File: src/rtl/car_parking_system.sv
// Car park entrance gate controller.
//
// Detects an arriving car, waits WAIT_CYCLES clocks, then samples a two-digit
// password. A correct password grants entry (green, "GO"). A wrong one refuses
// entry (red, "EE") until the correct password is presented. Both LEDs and both
// 7-segment digits are registered from the current state, so they lag the state
// by one clock.
//
// Optional build macro: PASS_TIMEOUT_EN. When it is defined, WRONG_PASS and STOP
// fall back to IDLE after TIMEOUT_CYCLES consecutive cycles without a correct
// password.
//
// Ports:
//   clk             in   system clock, rising edge
//   reset           in   synchronous, active-high reset
//   sensor_entrance in   car present at entrance
//   sensor_exit     in   car present at exit
//   password_1      in   first password digit  [1:0]
//   password_2      in   second password digit [1:0]
//   GREEN_LED       out  entry-granted indicator
//   RED_LED         out  wait/refusal indicator
//   HEX_1           out  left digit, active-low {g,f,e,d,c,b,a}
//   HEX_2           out  right digit, active-low {g,f,e,d,c,b,a}
module car_parking_system #(
  parameter int unsigned WAIT_CYCLES    = 4,
  parameter logic [1:0]  PASS_1         = 2'b01,
  parameter logic [1:0]  PASS_2         = 2'b10,
  parameter int unsigned TIMEOUT_CYCLES = 16
) (
  input  logic       clk,
  input  logic       reset,
  input  logic       sensor_entrance,
  input  logic       sensor_exit,
  input  logic [1:0] password_1,
  input  logic [1:0] password_2,
  output logic       GREEN_LED,
  output logic       RED_LED,
  output logic [6:0] HEX_1,
  output logic [6:0] HEX_2
);

  // Segment patterns, active low {g,f,e,d,c,b,a}.
  localparam logic [6:0] SegBlank = 7'h7F;
  localparam logic [6:0] SegE     = 7'h06;
  localparam logic [6:0] SegN     = 7'h2B;
  localparam logic [6:0] SegG     = 7'h02;
  localparam logic [6:0] SegO     = 7'h40;
  localparam logic [6:0] SegS     = 7'h12;
  localparam logic [6:0] SegP     = 7'h0C;

  localparam int unsigned CntW = (WAIT_CYCLES > 1) ? $clog2(WAIT_CYCLES) : 1;
  localparam logic [CntW-1:0] WaitLast = CntW'(WAIT_CYCLES - 1);

  typedef enum logic [2:0] {
    StIdle,
    StWaitPassword,
    StWrongPass,
    StRightPass,
    StStop
  } state_e;

  state_e state_q, state_d;
  logic [CntW-1:0] wait_cnt_q, wait_cnt_d;
  logic pass_ok;

  logic       green_q, green_d;
  logic       red_q, red_d;
  logic [6:0] hex_1_q, hex_1_d;
  logic [6:0] hex_2_q, hex_2_d;

  assign pass_ok = (password_1 == PASS_1) && (password_2 == PASS_2);

`ifdef PASS_TIMEOUT_EN
  localparam int unsigned TmoW = (TIMEOUT_CYCLES > 1) ? $clog2(TIMEOUT_CYCLES) : 1;
  localparam logic [TmoW-1:0] TmoLast = TmoW'(TIMEOUT_CYCLES - 1);

  logic [TmoW-1:0] tmo_cnt_q, tmo_cnt_d;
  logic            tmo_expired;

  // Counts consecutive refused cycles; any exit from WRONG_PASS/STOP clears it.
  always_comb begin
    tmo_cnt_d   = '0;
    tmo_expired = 1'b0;
    if ((state_q == StWrongPass || state_q == StStop) && !pass_ok) begin
      if (tmo_cnt_q == TmoLast) begin
        tmo_expired = 1'b1;
      end else begin
        tmo_cnt_d = tmo_cnt_q + 1'b1;
      end
    end
  end

  always_ff @(posedge clk) begin
    if (reset) begin
      tmo_cnt_q <= '0;
    end else begin
      tmo_cnt_q <= tmo_cnt_d;
    end
  end
`else
  logic tmo_expired;
  logic unused_timeout;

  assign tmo_expired    = 1'b0;
  assign unused_timeout = ^TIMEOUT_CYCLES;
`endif

  // Next-state logic. The wait counter only advances while the FSM stays in
  // WAIT_PASSWORD, so it is zero on every fresh entry.
  always_comb begin
    state_d    = state_q;
    wait_cnt_d = '0;
    case (state_q)
      StIdle: begin
        if (sensor_entrance) state_d = StWaitPassword;
      end
      StWaitPassword: begin
        if (wait_cnt_q == WaitLast) begin
          state_d = pass_ok ? StRightPass : StWrongPass;
        end else begin
          wait_cnt_d = wait_cnt_q + 1'b1;
        end
      end
      StWrongPass, StStop: begin
        // A correct password on the expiry cycle still wins.
        if (pass_ok) begin
          state_d = StRightPass;
        end else if (tmo_expired) begin
          state_d = StIdle;
        end
      end
      StRightPass: begin
        if (sensor_entrance && sensor_exit) begin
          state_d = StStop;
        end else if (sensor_exit) begin
          state_d = StIdle;
        end
      end
      default: state_d = StIdle;
    endcase
  end

  // Output values are derived from the current state and loaded on the next
  // edge; toggling LEDs invert their own registered value.
  always_comb begin
    green_d = 1'b0;
    red_d   = 1'b0;
    hex_1_d = SegBlank;
    hex_2_d = SegBlank;
    case (state_q)
      StWaitPassword: begin
        red_d   = 1'b1;
        hex_1_d = SegE;
        hex_2_d = SegN;
      end
      StWrongPass: begin
        red_d   = ~red_q;
        hex_1_d = SegE;
        hex_2_d = SegE;
      end
      StRightPass: begin
        green_d = ~green_q;
        hex_1_d = SegG;
        hex_2_d = SegO;
      end
      StStop: begin
        red_d   = ~red_q;
        hex_1_d = SegS;
        hex_2_d = SegP;
      end
      default: ;
    endcase
  end

  always_ff @(posedge clk) begin
    if (reset) begin
      state_q    <= StIdle;
      wait_cnt_q <= '0;
      green_q    <= 1'b0;
      red_q      <= 1'b0;
      hex_1_q    <= SegBlank;
      hex_2_q    <= SegBlank;
    end else begin
      state_q    <= state_d;
      wait_cnt_q <= wait_cnt_d;
      green_q    <= green_d;
      red_q      <= red_d;
      hex_1_q    <= hex_1_d;
      hex_2_q    <= hex_2_d;
    end
  end

  assign GREEN_LED = green_q;
  assign RED_LED   = red_q;
  assign HEX_1     = hex_1_q;
  assign HEX_2     = hex_2_q;

endmodule

File: config.mk
export PLATFORM = sky130hd
export DESIGN_NAME = car_parking_system
export DESIGN_NICKNAME = d
export VERILOG_FILES = /design/src/rtl/car_parking_system.sv
export SDC_FILE = /design/constraint.sdc
export NUM_CORES = 1
export LEC_CHECK = 0
export BUFFER_PORTS_ARGS = -buffer_cell sky130_fd_sc_hd__buf_4
export CORE_AREA = 2 2 39 41
export DETAILED_ROUTE_END_ITERATION = 12
export DIE_AREA = 0 0 41 43
export PLACE_DENSITY = 0.78
export RECOVER_POWER = 100
export SLEW_MARGIN = 20
export SYNTH_ARGS = -nofsm -noshare
export SYNTH_HDL_FRONTEND = slang
export SYNTH_SLANG_ARGS = --single-unit
File: constraint.sdc
create_clock -name clk -period 2.6 [get_ports clk]
set_input_delay 0.39 -clock clk [delete_from_list [all_inputs] [get_ports clk]]
set_output_delay 0.39 -clock clk [all_outputs]
set_load 0.02 [all_outputs]
==> metrics.yaml <==
ant_nets: 0
rsz0062_at_grt: "no"
crit_fanout: 14
relSlewSlack_pct: 57.3
outcome: "complete, no violations"
slew_violations: 0
wirelength_um: 1120
io_buffers: 22
post_cts_buffers: 0
hold_path_class: "in2reg"
clk_latency_ps: 270
htree_levels: 1
max_stage_delay_ps: 610
hold_ws_ps: 342
hpwl_um: 860
drc: 0
ys_async_sr_fraction_pct: 0
pwr_density_cell_nw_per_um2: 551
die-area_um2: 1760
grt_max_degree: 15
critPathRequiredTime_ps: 2760
dp_slack_ps: 1200
cts.repair.resized: 0
std_cell_rows: 14
area_delta_synth_final_pct: 11.3
drt-wirelength-per-cell_um: 11.6
cts_sinks: 14
synth_seq_cells: 14
finClkSkew_ps: 3.27
cts-root-buf: "clkbuf_4"
ys_top_cells_by_area: "dfxtp_1 (44%), buf_4 (9.5%), a21oi_1 (4.0%)"
viasPerCell: 5.26
grt_pass1_wl_um: 1770
fin_crit_ps: 1530
synthDistinctLibCells: 33
final-hold-violation-count: 0
io_pins: 24
dr.pass1.iters: 4
drive_above_1_share_pct: 14.8
setup_violations: 0
via_count: 510
syn_area_um2: 633
grt_overflow: 0
cts_hold_buf: 0
synthFlopType: "dfxtp_1"
die_w_um: 41
cts_buffers: 3
period_share_pct: 58.8
gp_congestion: 0.877
nNetsFinal: 92
initial_core_util_pct: 45.8
netlist.top_cell.by_area: "dfxtp_1"
cp_slowest_cell: "nor3b_1"
fmax_mhz: 654
die_y_um: 43
synthesis.instances: 66
cp.arrival_ps: 1690
worst_pin_slew_ps: 640
critPathKind: "reg2reg"
vdd_drop_max_uv: 255
track_usage_pct: 15.3
dr.first_iter.drc_count: 11
maxCapViolations: 0
seq_area_frac_synth_pct: 44.3
n_antenna_cell: 0
synthDominantCellAreaShare_pct: 44.3
cts_tree: "done"
postSynthAreaPerCell_um2: 9.59
finalSetupTns_ps: 0
antenna_found_initial: 0
yosysWarnings: 0
leakagePower_nw: 0.277
synth_edf_count: 0
path_clk_slew_ps: 80
grt_pass1_vias: 466
end_kind: "flip-flop"
synth_nets: 75
path_cells: "nor3b_1 -> a21oi_1 -> or2_2"
crit_path_start_kind: "flip-flop"
clk_path_buf_depth: 2
fin_ws_ps: 1070
placeableCoreArea_um2: 1380
-- Yosys cell counts, types with 2 or more instances --
master,number
a21oi_1,5
a31oi_1,2
and2b_1,2
buf_4,8
dfxtp_1,14
inv_1,2
nand2b_1,2
nor2_1,2
nor3b_1,2
o21ai_0,2
o21bai_1,2
or2_2,2
-- layer usage --
layer	wire length [µm]	vias up	GRT usage, %
li1	-	256	-
met1	473	227	16.4
met2	536	23	22.8
met3	94	4	6.28
met4	16	0	10.7
met5	0	-	0
-- metrics by stage --
stage               power (mW)  utilization, %  instance area (µm²)  std cells
floorplan                0.269               -                  633         66
finish                   0.388            50.9                  704         97
global route             0.411            50.9                  704         97
detailed placement       0.287            54.2                  749         94
global placement         0.285            54.2                  749         94
CTS                      0.399            55.8                  772         97
-- cell type report --
| type | count | area (µm²) |
|---|---|---|
| Clock buffer | 3 | 22.5 |
| Fill cell | 153 | 679 |
| Inverter | 3 | 11.3 |
| Multi-Input combinational cell | 39 | 262 |
| Sequential cell | 14 | 280 |
| Tap cell | 16 | 20.0 |
| Timing Repair Buffer | 22 | 109 |
-- worst max-delay path: cells and delay by family, from the launching register on --
family / cells / cell delay [ps]
AND/OR/NAND/NOR: 2 / 900
AO/OA/AOI/OAI: 1 / 80
flip-flops: 1 / 450
-- layout by cell type, fill, tap and decap left out --
master and instances:
conb_1 1, nand2b_1 2, xor2_1 1, nor4bb_1 1, inv_1 3, dfxtp_1 14, nor3b_1 3, nand2_1 1
and2b_1 2, o21ai_0 2, nor2b_1 1, a21boi_0 1, buf_4 7, nor3_1 1, o21bai_1 2, mux2i_1 1
clkbuf_1 15, a32oi_1 1, a21oi_1 5, nand4_1 1, nor4_1 1, or4_1 1, ha_1 1, and2_1 1
clkbuf_4 3, or2_2 2, nor2_1 2, a31oi_1 2, nor4b_1 2, and3b_1 1
-- sequential cells by signal, indices dropped and copies added, names as in the netlist --
name / flops
GREEN_LED: 1
state_q: 3
HEX_2: 6
wait_cnt_q: 2
RED_LED: 1
HEX_1: 1
-- path summary, 6_finish.rpt --
path                            depth (start not counted)                 endpoint                    start  slack (ps)
worst max-delay path                                    3      HEX_2[6]$_SDFF_PP1_  state_q[1]$_SDFFE_PP0P_        1070
worst min-delay path                                    2  state_q[2]$_SDFFE_PP0P_                    reset         340
worst max register to register                          3      HEX_2[6]$_SDFF_PP1_  state_q[1]$_SDFFE_PP0P_        1070
worst min register to register                          1     GREEN_LED$_SDFF_PP0_     GREEN_LED$_SDFF_PP0_         420
-- report_power, final --
part	internal, mW	switching [mW]
Clock	0.0535	0.0601
Sequential	0.222	0.00720
Combinational	0.0198	0.0263
-- kinds of logic (layout without fill, tap and decap cells) --
logic type      after synthesis  count (layout)  share of synthesized area (%)
simple gates                 22              22                           25.1
xor+xnor                      1               1                           1.38
flops                        14              14                           44.3
other cells                   1               1                          0.592
fa+ha+maj                     1               1                           1.98
mux                           1               1                           1.58
compound gates               13              13                           12.4
buf+inv                      13              28                           12.6
No activity file was read; power rests on OpenSTA's default activity.
